--- config.mk ---
export PLATFORM = sky130hd
export DESIGN_NAME = imem_boot_sequencer_flat
export DESIGN_NICKNAME = d
export VERILOG_FILES = /design/src/rtl/imem_boot_sequencer_if.sv /design/src/rtl/imem_boot_sequencer.sv /design/src/flat_wrapper.sv
export SDC_FILE = /design/constraint.sdc
export NUM_CORES = 1
export LEC_CHECK = 0
export CORE_MARGIN = 10
export CORE_UTILIZATION = 40
export DETAILED_ROUTE_END_ITERATION = 7
export PLACE_DENSITY = 0.74
export SLEW_MARGIN = 5
export SYNTH_ARGS = -nofsm -noshare
export SYNTH_HDL_FRONTEND = slang
export SYNTH_SLANG_ARGS = --single-unit
--- constraint.sdc ---
create_clock -name clk -period 3.05 [get_ports clk]
set_input_delay 0.7625 -clock clk [delete_from_list [all_inputs] [get_ports clk]]
set_output_delay 0.7625 -clock clk [all_outputs]
set_load 0.05 [all_outputs]
--- src/rtl/imem_boot_sequencer_if.sv ---
// Program-load, imem-write and CPU-control signals between host/CPU and the boot sequencer.
interface imem_boot_sequencer_if #(
  parameter int ADDR_W = 5
);
  logic              LoadInstructions;
  logic [31:0]       Instruction;
  logic [31:0]       pc;
  logic              imem_we;
  logic [ADDR_W-1:0] imem_waddr;
  logic [31:0]       imem_wdata;
  logic              cpu_rst_n;
  logic              cpu_run;
  logic              fetch_squash;
  logic [ADDR_W:0]   prog_len;
  logic              load_ovf;
  logic              done;
  logic              timeout;

  modport master (
    output LoadInstructions, Instruction, pc,
    input  imem_we, imem_waddr, imem_wdata, cpu_rst_n, cpu_run, fetch_squash,
           prog_len, load_ovf, done, timeout
  );

  modport slave (
    input  LoadInstructions, Instruction, pc,
    output imem_we, imem_waddr, imem_wdata, cpu_rst_n, cpu_run, fetch_squash,
           prog_len, load_ovf, done, timeout
  );
endinterface

--- src/rtl/imem_boot_sequencer.sv ---
// Loads streamed words into imem, holds the CPU in reset for a flush period, runs it,
// drains the pipeline after fetch passes the program end, then freezes and flags done.
module imem_boot_sequencer #(
  parameter int ADDR_W       = 5,
  parameter int FLUSH_CYCLES = 2,
  parameter int PIPE_DEPTH   = 5,
  parameter int MAX_CYCLES   = 1024
) (
  input logic                  clk,
  input logic                  Reset,
  imem_boot_sequencer_if.slave bus
);

  localparam int unsigned DEPTH   = 2 ** ADDR_W;
  localparam int          CNT_MAX = (FLUSH_CYCLES > PIPE_DEPTH) ? FLUSH_CYCLES : PIPE_DEPTH;
  localparam int          CNT_W   = $clog2(CNT_MAX + 1);
  localparam int          WD_W    = $clog2(MAX_CYCLES + 1);

  localparam logic [ADDR_W:0] LEN_FULL    = (ADDR_W + 1)'(DEPTH);
  localparam logic [CNT_W-1:0] FLUSH_LAST = CNT_W'(FLUSH_CYCLES - 1);
  localparam logic [CNT_W-1:0] PIPE_LAST  = CNT_W'(PIPE_DEPTH - 1);
  localparam logic [WD_W-1:0]  WD_LAST    = WD_W'(MAX_CYCLES - 1);

  typedef enum logic [2:0] {S_IDLE, S_LOAD, S_FLUSH, S_RUN, S_DRAIN, S_DONE} state_t;

  state_t            r_state, w_state;
  logic [CNT_W-1:0]  r_cnt, w_cnt;
  logic [WD_W-1:0]   r_wd, w_wd;
  logic              r_we, w_we;
  logic [ADDR_W-1:0] r_waddr, w_waddr;
  logic [31:0]       r_wdata, w_wdata;
  logic              r_rst_n, w_rst_n;
  logic              r_run, w_run;
  logic              r_squash, w_squash;
  logic [ADDR_W:0]   r_len, w_len;
  logic              r_ovf, w_ovf;
  logic              r_done, w_done;
  logic              r_timeout, w_timeout;

  logic [ADDR_W:0]   w_pc_idx;
  logic              w_pc_oor;
  logic              w_fetch_end;
  logic              w_unused_pc_lsb;

  assign w_pc_idx        = {1'b0, bus.pc[ADDR_W+1:2]};
  assign w_pc_oor        = |bus.pc[31:ADDR_W+2];
  assign w_fetch_end     = w_pc_oor || (w_pc_idx >= r_len);
  assign w_unused_pc_lsb = ^bus.pc[1:0];

  always_comb begin
    w_state   = r_state;
    w_cnt     = r_cnt;
    w_wd      = r_wd;
    w_we      = 1'b0;
    w_waddr   = r_waddr;
    w_wdata   = r_wdata;
    w_rst_n   = r_rst_n;
    w_run     = r_run;
    w_squash  = r_squash;
    w_len     = r_len;
    w_ovf     = r_ovf;
    w_done    = r_done;
    w_timeout = r_timeout;

    // A load request outside LOAD always (re)starts a fresh program at address 0.
    if (bus.LoadInstructions && (r_state != S_LOAD)) begin
      w_state   = S_LOAD;
      w_we      = 1'b1;
      w_waddr   = '0;
      w_wdata   = bus.Instruction;
      w_len     = (ADDR_W + 1)'(1);
      w_ovf     = 1'b0;
      w_done    = 1'b0;
      w_timeout = 1'b0;
      w_rst_n   = 1'b0;
      w_run     = 1'b0;
      w_squash  = 1'b0;
      w_cnt     = '0;
      w_wd      = '0;
    end else begin
      case (r_state)
        S_LOAD: begin
          if (bus.LoadInstructions) begin
            if (r_len == LEN_FULL) begin
              w_ovf = 1'b1;
            end else begin
              w_we    = 1'b1;
              w_waddr = r_len[ADDR_W-1:0];
              w_wdata = bus.Instruction;
              w_len   = r_len + 1'b1;
            end
          end else begin
            w_state = S_FLUSH;
            w_cnt   = '0;
            w_run   = 1'b1;
            w_rst_n = 1'b0;
          end
        end
        S_FLUSH: begin
          if (r_cnt == FLUSH_LAST) begin
            w_state = S_RUN;
            w_rst_n = 1'b1;
            w_wd    = '0;
          end else begin
            w_cnt = r_cnt + 1'b1;
          end
        end
        S_RUN: begin
          if (w_fetch_end) begin
            w_state  = S_DRAIN;
            w_squash = 1'b1;
            w_cnt    = '0;
          end else if (r_wd == WD_LAST) begin
            w_state   = S_DONE;
            w_done    = 1'b1;
            w_timeout = 1'b1;
            w_run     = 1'b0;
          end else begin
            w_wd = r_wd + 1'b1;
          end
        end
        S_DRAIN: begin
          if (r_cnt == PIPE_LAST) begin
            w_state  = S_DONE;
            w_done   = 1'b1;
            w_run    = 1'b0;
            w_squash = 1'b0;
          end else begin
            w_cnt = r_cnt + 1'b1;
          end
        end
        default: ;
      endcase
    end
  end

  always_ff @(posedge clk) begin
    if (!Reset) begin
      r_state   <= S_IDLE;
      r_cnt     <= '0;
      r_wd      <= '0;
      r_we      <= 1'b0;
      r_waddr   <= '0;
      r_wdata   <= '0;
      r_rst_n   <= 1'b0;
      r_run     <= 1'b0;
      r_squash  <= 1'b0;
      r_len     <= '0;
      r_ovf     <= 1'b0;
      r_done    <= 1'b0;
      r_timeout <= 1'b0;
    end else begin
      r_state   <= w_state;
      r_cnt     <= w_cnt;
      r_wd      <= w_wd;
      r_we      <= w_we;
      r_waddr   <= w_waddr;
      r_wdata   <= w_wdata;
      r_rst_n   <= w_rst_n;
      r_run     <= w_run;
      r_squash  <= w_squash;
      r_len     <= w_len;
      r_ovf     <= w_ovf;
      r_done    <= w_done;
      r_timeout <= w_timeout;
    end
  end

  assign bus.imem_we      = r_we;
  assign bus.imem_waddr   = r_waddr;
  assign bus.imem_wdata   = r_wdata;
  assign bus.cpu_rst_n    = r_rst_n;
  assign bus.cpu_run      = r_run;
  assign bus.fetch_squash = r_squash;
  assign bus.prog_len     = r_len;
  assign bus.load_ovf     = r_ovf;
  assign bus.done         = r_done;
  assign bus.timeout      = r_timeout;

endmodule

--- src/flat_wrapper.sv ---
// flat-port wrapper written by rule: the top's interface ports become plain ports
module imem_boot_sequencer_flat 
#(
  parameter int ADDR_W       = 5,
  parameter int FLUSH_CYCLES = 2,
  parameter int PIPE_DEPTH   = 5,
  parameter int MAX_CYCLES   = 1024
)
  (clk, Reset, bus_LoadInstructions, bus_Instruction, bus_pc, bus_imem_we, bus_imem_waddr, bus_imem_wdata, bus_cpu_rst_n, bus_cpu_run, bus_fetch_squash, bus_prog_len, bus_load_ovf, bus_done, bus_timeout);
  imem_boot_sequencer_if #(.ADDR_W(ADDR_W)) bus_i ();
  input logic clk;
  input logic Reset;
  input wire logic [$bits(bus_i.LoadInstructions)-1:0] bus_LoadInstructions;
  input wire logic [$bits(bus_i.Instruction)-1:0] bus_Instruction;
  input wire logic [$bits(bus_i.pc)-1:0] bus_pc;
  output wire logic [$bits(bus_i.imem_we)-1:0] bus_imem_we;
  output wire logic [$bits(bus_i.imem_waddr)-1:0] bus_imem_waddr;
  output wire logic [$bits(bus_i.imem_wdata)-1:0] bus_imem_wdata;
  output wire logic [$bits(bus_i.cpu_rst_n)-1:0] bus_cpu_rst_n;
  output wire logic [$bits(bus_i.cpu_run)-1:0] bus_cpu_run;
  output wire logic [$bits(bus_i.fetch_squash)-1:0] bus_fetch_squash;
  output wire logic [$bits(bus_i.prog_len)-1:0] bus_prog_len;
  output wire logic [$bits(bus_i.load_ovf)-1:0] bus_load_ovf;
  output wire logic [$bits(bus_i.done)-1:0] bus_done;
  output wire logic [$bits(bus_i.timeout)-1:0] bus_timeout;
  assign bus_i.LoadInstructions = bus_LoadInstructions;
  assign bus_i.Instruction = bus_Instruction;
  assign bus_i.pc = bus_pc;
  assign bus_imem_we = bus_i.imem_we;
  assign bus_imem_waddr = bus_i.imem_waddr;
  assign bus_imem_wdata = bus_i.imem_wdata;
  assign bus_cpu_rst_n = bus_i.cpu_rst_n;
  assign bus_cpu_run = bus_i.cpu_run;
  assign bus_fetch_squash = bus_i.fetch_squash;
  assign bus_prog_len = bus_i.prog_len;
  assign bus_load_ovf = bus_i.load_ovf;
  assign bus_done = bus_i.done;
  assign bus_timeout = bus_i.timeout;
  imem_boot_sequencer #(.ADDR_W(ADDR_W), .FLUSH_CYCLES(FLUSH_CYCLES), .PIPE_DEPTH(PIPE_DEPTH), .MAX_CYCLES(MAX_CYCLES)) u_core (.clk(clk), .Reset(Reset), .bus(bus_i));
endmodule
# Yosys cells after proc, flatten, opt, wreduce, memory -nomap -nowiden

Index checks and enable logic that the tools add are counted.

Bits of input ports: 67
Word-level logic and storage cells: 112
Bits in registers: 67

Magnitude comparators: 1
Bitwise logic cells: 3
Mux-type cells: 42
$add $sub $neg: 3
Reductions and logical operators: 24
Eq/ne operators: 24

Operators with widths:

| kind                                                                    | count |
|---|---|
| 32-bit 2-to-1 mux                                                       | 4 |
| 11-bit 2-to-1 mux                                                       | 3 |
| 3-bit 2-to-1 mux                                                        | 9 |
| 25-bit OR reduction                                                     | 1 |
| 3-bit one-hot mux with 4 select lines                                   | 2 |
| 11-bit one-hot mux with 2 select lines                                  | 1 |
| 5-bit AND reduction                                                     | 4 |
| 1-bit 2-to-1 mux                                                        | 19 |
| 3-bit AND reduction                                                     | 6 |
| 3-bit by 1-bit inequality test with 1-bit output, second input constant | 4 |
| 11-bit by 1-bit adder with 11-bit output, second input constant         | 1 |
| 11-bit by 10-bit equality test with 1-bit output, second input constant | 1 |
| 2-bit by 1-bit inequality test with 1-bit output, second input constant | 5 |
| 2-bit inequality test, second input constant                            | 5 |
| 2-bit nonzero test                                                      | 5 |
| 4-bit AND reduction                                                     | 2 |
| 6-bit by 1-bit adder with 6-bit output, second input constant           | 1 |
| 3-bit by 1-bit equality test with 1-bit output, second input constant   | 2 |
| 3-bit by 2-bit equality test with 1-bit output, second input constant   | 2 |
| 3-bit equality test, second input constant                              | 2 |
| 6-bit equality test, second input constant                              | 1 |
| 5-bit by 6-bit greater-or-equal comparator with 1-bit output            | 1 |
| 1-bit one-hot mux with 2 select lines                                   | 3 |
| 5-bit nonzero test                                                      | 1 |
| 10 further kinds                                                        | 12 |

# Longest topological paths before layout

Depth after elaboration: 5
Mapped depth: 10

# Worst setup path before layout

Ideal clock, no wire load.

Path kind: register to register
Start: reg u_core.r_len[1], in the netlist u_core.bus.prog_len[1]
End: reg u_core.r_wd[7]
Setup time: 0.071 ns
Stages on the path, launching flop included: 10
Data required time: 2.979 ns
Clock period less this slack: 2.513 ns
Setup slack: 0.537 ns
Data arrival time: 2.442 ns
Path through: dfxtp_1 inv_1 ha_1 o21ai_0 a21oi_1 o31ai_4 nand3_2 buf_6 or4_1 a21oi_1

Longest elaborated chain between the ends: 4

RTL lines:

| element                                                      | line                       | RTL |
|---|---|---|
| start, declared                                              | imem_boot_sequencer.sv:35  | `logic [ADDR_W:0] r_len, w_len;` |
| start signal, assigned                                       | imem_boot_sequencer.sv:162 | `r_len <= w_len;` |
| 5-bit by 6-bit greater-or-equal comparator with 1-bit output | imem_boot_sequencer.sv:47  | `assign w_fetch_end = w_pc_oor \|\| (w_pc_idx >= r_len);` |
| 1-bit logical OR                                             | imem_boot_sequencer.sv:47  |  |
| 2-bit inequality test (no source line)                       | n/a                        |  |
| 4-bit AND reduction (no source line)                         | n/a                        |  |
| end signal, assigned                                         | imem_boot_sequencer.sv:155 | `r_wd <= w_wd;` |
| end, declared                                                | imem_boot_sequencer.sv:28  | `logic [WD_W-1:0] r_wd, w_wd;` |

Every way passes these cells.
A chain may end at the register's enable or synchronous reset.

# Worst setup path in the final report

Start: in bus_pc[2]
End: reg u_core.r_wd[7]

Longest elaborated chain between the ends: 4

RTL lines:

| element                                                      | line                      | RTL |
|---|---|---|
| start, declared                                              | flat_wrapper.sv:15        | `input wire logic [$bits(bus_i.pc)-1:0] bus_pc;` |
| 5-bit by 6-bit greater-or-equal comparator with 1-bit output | imem_boot_sequencer.sv:47 |  |
| 1-bit logical OR                                             | imem_boot_sequencer.sv:47 |  |
| 2-bit inequality test (no source line)                       | n/a                       |  |
| 4-bit AND reduction (no source line)                         | n/a                       |  |

Every way passes these cells.

==> summary.txt <==
Timing
  – Normalized max-slew margin: 60.69%
  – RSZ-0062 raised after global routing: no
  – TNS Setup: 0 ns
  – # setup viols final: 0
  – Final Hold Viols: 0
  – Fin crit period: 2.641 ns
  – Fmax: 0.3786 GHz
  – Worst-margin pin slew: 0.5843 ns
  – Max Clock Skew: 0.008820 ns
  – Hold slack final: 0.4342 ns
  – Crit share post-route: 86.59%
  – Slew Viols, Final: 0

Clock tree
  – Post-CTS Setup Inserts: 0
  – Sink Count: 67
  – Clk buf depth: 2
  – CTS Root Cell: clkbuf_8
  – Post-cts resize count: 0
  – Htree depth: 3
  – CTS tree: yes
  – Hold Buf Count CTS: 0
  – Clock Pin Slew Worst Setup and Hold Paths: 0.07 ns
  – Clk_lat worst skew: 0.34 ns
  – CTS buffer count: 9

Power
  – Max IR drop VDD: 0.2826 mV
  – Pwr Density: 466.4 nW/um^2
  – Pleak: 1.619 nW
  – Design Power: 2.084 mW

Setup path
  – CP endpoint: u_core.r_wd[7]
  – WP data arrival: 2.91 ns
  – Reg2Reg Launch Point: u_core.bus.prog_len[1]
  – CP Launch Type: input port
  – Worst Setup SP: bus_pc[2]
  – Worst R2R End: u_core.r_wd[7]
  – Setup CP Type: input port to flop
  – Worst setup EP type: flop
  – WP data required: 3.32 ns
  – Worst R2R Setup Slack: 0.68 ns
  – Crit Path Max Fanout: 15
  – Reg2Reg Depth: 8

GRT
  – Vias in the first global route: 2,965
  – Initial antenna violation count: 0
  – GRT Util Overall: 15.56%
  – GR Overflow Total: 0
  – Largest net degree at the start of global routing: 36
  – First-pass GRT wire length: 14,440 um

Synth
  – Synth Area in Compound Gates: 17.71%
  – Synth top area share: 44.67%
  – Top-count cell post-synth: nand2_1
  – FF+latch count, synth: 67
  – Synth top cells by count: nand2_1 (87), dfxtp_1 (67), a21boi_0 (33), nor2_1 (25), a21oi_1 (21)
  – Sequential share of the synthesized area: 44.67%
  – Ranking of synthesized cells by area: dfxtp_1 (45%), nand2_1 (11%), a21boi_0 (8.3%)
  – Yosys top cell by area: dfxtp_1
  – Mapped cell area: 3003 um^2
  – Multiplexer area fraction after synthesis: 0%
  – Post-synthesis xor/xnor area fraction: 1.750%
  – Top FF cell, synth: dfxtp_1
  – Main combinational cell family by area after synthesis: simple AND/OR/NAND/NOR gates
  – Async SR Flop Fraction: 0%
  – Post-synthesis adder-cell area fraction: 4.583%
  – Distinct cells, synth: 41
  – Post-synthesis simple-gate area fraction: 27.17%
  – Instance count of the mapped netlist: 364
  – Mapped Nets: 442
  – Synth warn: 0
  – Post-Syn Area per Cell: 8.250 um^2
  – EDFF count, synth: 0

Cells and area
  – Util after Layout: 61.27%
  – Post-Layout Cell Count: 581
  – Diode count: 0
  – Area Growth Syn to Fin: 48.79%
  – Final net count: 555
  – Layout cells sized above 1: 6.224%

Floorplanning
  – DIE AREA: 11,370 um^2
  – Die height: 106.6 um
  – Core area: 7292 um^2
  – Die X: 106.6 um
  – FP Rows: 31
  – Ports: 117
  – Initial core utilization: 41.18%

Flow run
  – MaxCap Viol Count: 0

Route
  – Final ANT Viol Nets: 0
  – Initial drt markers: 92
  – WL/cell: 15.14 um
  – Remaining DRCs: 0
  – Routed WL: 8796 um
  – Via density: 5.024
  – Drt first pass iters: 4
  – Via Count: 2,919

Run status
  – Outcome: finished, final reports clean

Placement
  – GP Congestion: 0.8563
  – Placed insts: 565
  – # port buffers: 114
  – Post-DP HPWL: 6659 um

Hold path
  – Worst min path class: flop to flop
worst min-delay path by stage:
stage                         start               to  slack [ns]  depth (start not counted)
global placement    u_core.r_wd[10]  u_core.r_wd[10]        0.42                          2
CTS                 u_core.r_wd[10]  u_core.r_wd[10]        0.44                          2
detailed placement  u_core.r_wd[10]  u_core.r_wd[10]        0.43                          2
floorplan           u_core.r_wd[10]  u_core.r_wd[10]        0.42                          2
global route        u_core.r_wd[10]  u_core.r_wd[10]        0.47                          2
finish              u_core.r_wd[10]  u_core.r_wd[10]        0.43                          2
stage by stage:
step / area, um^2 / worst slack, ns
6_report: 4468 / 0.4090
5_1_grt: 4468 / 0.2781
4_1_cts: 4468 / 0.4059
3_5_place_dp: 4242 / 0.05557
3_3_place_gp: 4242 / 0.09380
2_1_floorplan: 3003 / 0.5370
layout make-up:
class                           count  area [um^2]
Sequential cell                    67         1341
Timing Repair Buffer              122         1201
Clock inverter                      6        88.84
Multi-Input combinational cell    267         1538
Inverter                           10        37.54
Fill cell                         660         2824
Tap cell                           99        123.9
Clock buffer                       10        137.6
registers in the layout, indices dropped and copies added (netlist names):
| register | flops |
|---|---|
| u_core.r_wd | 11 |
| u_core.bus.done | 1 |
| u_core.bus.cpu_run | 1 |
| u_core.r_state | 3 |
| u_core.bus.imem_waddr | 5 |
| u_core.bus.load_ovf | 1 |
| u_core.bus.fetch_squash | 1 |
| u_core.bus.imem_wdata | 32 |
| u_core.bus.timeout | 1 |
| u_core.bus.cpu_rst_n | 1 |
| u_core.r_cnt | 3 |
| u_core.bus.prog_len | 6 |
| u_core.bus.imem_we | 1 |
layout by cell type, fill, tap and decap left out, drive strengths merged, types with 5 or more instances in the layout:
master and instances:
buf 8, clkbuf 10, and2 5, or4 5
nand3 14, nor2 25, ha 11, nand2b 5
clkdlybuf4s50 114, nand4 5, o21ai 7, inv 10
nand2 87, dfxtp 67, a21boi 33, nor4 7
a21oi 21, o31ai 9, nor3 5
logic make-up after synthesis:
family,count (synthesis)
AND/OR/NAND/NOR,172
AO/OA/AOI/OAI,78
flip-flops,67
buffers and inverters,30
adder cells (fa/ha/maj),11
XOR/XNOR,6
worst max-delay path: stages:
cell             delay [ns]
clkdlybuf4s50_1        0.45
inv_1                  0.04
ha_1                   0.26
nor2_1                 0.09
a21oi_1                0.10
o31ai_4                0.24
nand3_2                0.27
or4_1                  0.54
a21oi_1                0.15
report_power, final:
group          total (mW)  switching, mW  internal, mW
sequential          0.920         0.0180         0.902
clock               0.823          0.341         0.482
combinational       0.341          0.187         0.154
total                2.08          0.546          1.54
layer usage:
| metal | global-route usage [%] | wire length (um) | vias up |
|---|---|---|---|
| li1 | - | - | 1472 |
| met1 | 17.08 | 3591 | 1342 |
| met2 | 24.41 | 4002 | 96 |
| met3 | 9.281 | 1096 | 9 |
| met4 | 5.416 | 105 | 0 |
| met5 | 0 | 0 | - |
Note: power is estimated with default switching activity, not from simulation.
